`src/rtl/viterbi_frame_ctrl.sv`:
```
// Frame sequencer/checker for the conv-encoder / channel / Viterbi-decoder path.
// Feeds one frame of source bits plus zero tail bits into the encoder.
// Keeps the encoder clocked until the decoder latency has drained.
// Compares the aligned decoded bits against a stored copy of what was sent.
module viterbi_frame_ctrl #(
    parameter int FRAME_LEN = 64,
    parameter int TAIL_LEN  = 2,
    parameter int DEC_LAT   = 16
) (
    input  logic                           clk,
    input  logic                           rst,
    input  logic                           start_i,
    input  logic                           in_valid_i,
    input  logic                           in_bit_i,
    output logic                           in_ready_o,
    output logic                           enc_en_o,
    output logic                           enc_bit_o,
    output logic                           dp_clr_o,
    input  logic                           dec_i,
    output logic                           out_valid_o,
    output logic                           out_bit_o,
    output logic                           out_err_o,
    output logic                           frame_done_o,
    output logic                           busy_o,
    output logic                           underrun_o,
    output logic [$clog2(FRAME_LEN+1)-1:0] frame_errs_o,
    output logic [31:0]                    total_errs_o,
    output logic [15:0]                    frame_cnt_o
);

    localparam int FEW = $clog2(FRAME_LEN + 1);
    localparam int CW  = $clog2(DEC_LAT + FRAME_LEN + 1);
    localparam int IW  = (FRAME_LEN > 1) ? $clog2(FRAME_LEN) : 1;

    localparam logic [CW-1:0] FEED_LAST = CW'(FRAME_LEN - 1);
    localparam logic [CW-1:0] TAIL_LAST = CW'(FRAME_LEN + TAIL_LEN - 1);
    localparam logic [CW-1:0] CAP_FIRST = CW'(DEC_LAT);
    localparam logic [CW-1:0] CAP_LAST  = CW'(DEC_LAT + FRAME_LEN - 1);

    typedef enum logic [2:0] {
        IDLE,
        PREP,
        FEED,
        TAIL,
        FLUSH,
        DONE
    } state_t;

    state_t               state;
    logic [CW-1:0]        cyc;
    logic [FRAME_LEN-1:0] frame_buf;

    logic          in_feed;
    logic          enc_active;
    logic          send_bit;
    logic          capture;
    logic          cap_mismatch;
    logic [IW-1:0] wr_idx;
    logic [IW-1:0] rd_idx;

    // Datapath-facing decode of the current state and capture window
    always_comb begin
        in_feed      = (state == FEED);
        enc_active   = (state == FEED) || (state == TAIL) || (state == FLUSH);
        send_bit     = in_feed && in_valid_i && in_bit_i;
        capture      = enc_active && (cyc >= CAP_FIRST) && (cyc <= CAP_LAST);
        wr_idx       = IW'(cyc);
        rd_idx       = IW'(cyc - CAP_FIRST);
        cap_mismatch = capture && (dec_i != frame_buf[rd_idx]);
    end

    assign in_ready_o   = in_feed;
    assign enc_en_o     = enc_active;
    assign enc_bit_o    = send_bit;
    assign dp_clr_o     = (state == PREP);
    assign busy_o       = (state != IDLE);
    assign frame_done_o = (state == DONE);

    // Copy of the bits actually sent; read index always trails the write index
    always_ff @(posedge clk) begin
        if (in_feed)
            frame_buf[wr_idx] <= send_bit;
    end

    // Frame sequencing, capture registers and error scoreboards
    always_ff @(posedge clk or posedge rst) begin
        if (rst) begin
            state        <= IDLE;
            cyc          <= '0;
            underrun_o   <= 1'b0;
            frame_errs_o <= '0;
            total_errs_o <= '0;
            frame_cnt_o  <= '0;
            out_valid_o  <= 1'b0;
            out_bit_o    <= 1'b0;
            out_err_o    <= 1'b0;
        end else begin
            out_valid_o <= capture;
            out_bit_o   <= capture && dec_i;
            out_err_o   <= cap_mismatch;

            if (cap_mismatch) begin
                frame_errs_o <= frame_errs_o + FEW'(1);
                if (total_errs_o != '1)
                    total_errs_o <= total_errs_o + 32'd1;
            end

            if (enc_active)
                cyc <= cyc + CW'(1);

            case (state)
                IDLE: begin
                    if (start_i) begin
                        state        <= PREP;
                        cyc          <= '0;
                        underrun_o   <= 1'b0;
                        frame_errs_o <= '0;
                    end
                end
                PREP: state <= FEED;
                FEED: begin
                    if (!in_valid_i)
                        underrun_o <= 1'b1;
                    if (cyc == FEED_LAST)
                        state <= (TAIL_LEN == 0) ? FLUSH : TAIL;
                end
                // Last capture may land inside the tail, in which case FLUSH is skipped
                TAIL: begin
                    if (cyc == CAP_LAST) begin
                        state       <= DONE;
                        frame_cnt_o <= frame_cnt_o + 16'd1;
                    end else if (cyc == TAIL_LAST) begin
                        state <= FLUSH;
                    end
                end
                FLUSH: begin
                    if (cyc == CAP_LAST) begin
                        state       <= DONE;
                        frame_cnt_o <= frame_cnt_o + 16'd1;
                    end
                end
                DONE:    state <= IDLE;
                default: state <= IDLE;
            endcase
        end
    end

endmodule
```
`config.mk`:
```
export PLATFORM = sky130hd
export DESIGN_NAME = viterbi_frame_ctrl
export DESIGN_NICKNAME = d
export VERILOG_FILES = /design/src/rtl/viterbi_frame_ctrl.sv
export SDC_FILE = /design/constraint.sdc
export NUM_CORES = 1
export LEC_CHECK = 0
export CAP_MARGIN = 10
export CORE_MARGIN = 10
export CORE_UTILIZATION = 40
export CTS_BUF_LIST = sky130_fd_sc_hd__clkbuf_8
export DETAILED_ROUTE_END_ITERATION = 7
export SKIP_LAST_GASP = 1
export SYNTH_ARGS = -nofsm -noshare
export SYNTH_HDL_FRONTEND = slang
export SYNTH_SLANG_ARGS = --single-unit
```
`constraint.sdc`:
```
create_clock -name clk -period 4.75 [get_ports clk]
set_input_delay 0.95 -clock clk [delete_from_list [all_inputs] [get_ports clk]]
set_output_delay 0.95 -clock clk [all_outputs]
set_load 0.005 [all_outputs]
```
==> run metrics <==
CP max FO 26; switching share of total power 23.4%; HPWL Detailed 10.0 mm; P_leak 3.00 nW; hold-fix buffer count after cts 0; pwr/cell area 346 nW/µm²; Clock power frac 39.4%; clock sinks 133; Port Buffer Count 70; Final period util 70.4%; outcome completed; syn avg cell area 11.6 µm²; DRC violations left 0; WP data arrival 3.66 ns; top cells by count, synth nor2_1, dfrtp_1, edfxtp_1, nand2_1, xnor2_1; Worst-Margin Slew 0.968 ns; vias 4,447; die area 21,100 µm²; setup slack after layout 1.40 ns; DR iter-0 viols 360; count of nets after finishing 635; ranking of synthesized cells by area edfxtp_1, dfrtp_1, xnor2_1, nor2_1, nand2_1; number of synthesized register bits 133; Distinct cells, synth 52; CP Data Required Time 5.06 ns; Int Power 0.00201 W; synthesis-to-layout area growth 21.2%; combinational share of power 9.9%; num ports 71; H-tree depth 4; number of enable flip-flop cells after synthesis 64; Hold WC Path Type reg2reg; DP Worst Slack 1.37 ns; Final setup viols 0; CTS buffer count 17; placed inst area 7170 µm²; YS warnings 0; clk slew on worst S/H paths 0.08 ns; Yosys top cell by area edfxtp_1; initial antenna violation count 0; Worst Setup End Kind flip-flop; first-pass GRT wire length 24.0 mm; die width 145 µm; share of the synthesized area in the top cell type 30.6%; FP Rows 45; final WL 14.7 mm; CTS tree done; RSZ-0062 raised after global routing no; antenna diode count 0; GR Overflow Total 0; worst rel slew slack 35.5%; postcts setup bufs 0; Setup TNS 0 ns; GRT Total Usage 14.1%; share of layout cells above drive strength 1 9.34%; core footprint 15,300 µm²; register area share after synthesis 58.1%; Post-CTS Resized 0; post-DR wirelength/cell 17.4 µm; Async S/R FF share, synth 51.9%; Syn Std Cell Area 6280 µm²; crit path kind reg2reg; root buffer cell clkbuf_8; Max Cap Viol 0; Core Util, Final 49.7%; fmax 299 MHz; VDD IR max 190 µV; clk_skew 0.0111 ns; first-pass iteration count of the detailed router 5; Synth Net Count 559; power consumption 0.00263 W; most frequent cell after synthesis nor2_1; Final Hold Viols 0; Top FF cell, synth dfrtp_1; fin. max-slew vios 0; largest net degree at the start of global routing 65; fin area 7600 µm²; Routed Antenna Nets 0; clock period minus worst slack 3.35 ns; clk_lat worst skew 0.44 ns; synthesized instance count 543; NetSw 0.000616 W; CP startpoint kind flip-flop; RD Place Congestion 0.852; initial core utilization 41.0%; maximum clock path buffer count 2; DR vias/cell 5.28; Die Y 145 µm; vias in the first global route 4,439; Reg power frac 50.7%
-- area by class of cell --
class,instances,area [µm²]
fill,1412,7710
sequential,133,3650
inverter,16,60.1
timing repair buffer,74,731
clock buffer,19,262
multi-input combinational,377,2460
clock inverter,13,176
tap,211,264
-- metrics by stage --
step	cells	hold WS, ns
floorplan	543	0.468
global placement	811	0.468
detailed placement	811	0.471
CTS	843	0.491
global route	843	0.519
finish	843	0.491
-- cell families (layout without fill, tap and decap cells) --
group           count (synthesis)  count (layout)  synth area share [%]
mux                            30              30                  6.44
fa+ha+maj                      10              10                  1.99
simple gates                  244             244                  18.3
xor+xnor                       53              53                  7.70
compound gates                 40              40                  4.80
buf+inv                        33             122                  2.61
flops                         133             133                  58.1
-- power groups by stage --
| stage | clock network, W | registers (W) | logic [W] |
|---|---|---|---|
| global route | 0.00111 | 0.00134 | 0.000292 |
| CTS | 0.00107 | 0.00133 | 0.000270 |
| floorplan | 0 | 0.00134 | 0.000109 |
| detailed placement | 0 | 0.00135 | 0.000270 |
| finish | 0.00104 | 0.00133 | 0.000261 |
| global placement | 0 | 0.00136 | 0.000263 |
-- flip-flops by register name, summed over array words and instances, names as in the netlist --
name / flops
frame_buf: 64
frame_cnt_o: 16
out_bit_o: 1
cyc: 7
state: 3
out_valid_o: 1
underrun_o: 1
total_errs_o: 32
frame_errs_o: 7
out_err_o: 1
-- worst max-delay path, cell delays in order (launching register included) --
cell and delay, ns:
dfrtp_1 0.98, mux2_2 0.43, a22oi_1 0.16, o22ai_1 0.11, a311oi_1 0.36, o211a_4 0.28, mux2i_1 0.59, nor4_1 0.12
xor2_1 0.17
-- final timing paths --
| kind | from | to | slack (ns) | cells past startpoint |
|---|---|---|---|---|
| worst max-delay path | cyc[2] | total_errs_o[30] | 1.40 | 8 |
| worst min-delay path | frame_cnt_o[15] | frame_cnt_o[15] | 0.49 | 1 |
| worst max register to register | cyc[2] | total_errs_o[30] | 1.40 | 8 |
| worst min register to register | frame_cnt_o[15] | frame_cnt_o[15] | 0.49 | 1 |
| max in group asynchronous | rst | frame_errs_o[4] | 2.86 | 3 |
| min in group asynchronous | rst | out_valid_o | 0.95 | 2 |
-- cell usage in the layout, fill, tap and decap left out, types with 3 or more instances in the layout --
master / Yosys / layout
and2_1: 9 / 9
and3_1: 15 / 15
xnor2_1: 42 / 42
o21ai_0: 6 / 6
xor2_1: 10 / 10
mux2_2: 9 / 9
o31ai_1: 3 / 3
dfrtp_1: 69 / 69
clkbuf_8: 0 / 19
ha_1: 10 / 10
a21oi_1: 5 / 5
or4_1: 3 / 3
inv_1: 14 / 13
a22oi_1: 4 / 4
nor3_1: 11 / 11
edfxtp_1: 64 / 64
mux2i_1: 13 / 13
nand2_1: 54 / 54
nand4_1: 20 / 20
nor2b_1: 5 / 5
clkdlybuf4s50_1: 0 / 70
inv_2: 2 / 3
nand3_1: 19 / 19
clkinv_2: 0 / 4
mux4_2: 7 / 7
buf_4: 2 / 4
bufinv_16: 0 / 4
a221oi_1: 6 / 6
nor2_1: 89 / 89
nand2b_1: 8 / 8
and4_1: 4 / 4
-- per-layer routing --
metal | up-vias | global-route usage, % | part of all wire [%]
li1 | 2080 | - | -
met1 | 2235 | 18.5 | 46
met2 | 118 | 22.0 | 47
met3 | 14 | 4.04 | 5.6
met4 | 0 | 4.40 | 1.1
met5 | - | 0 | 0
Power figures use the tool's default switching activity.
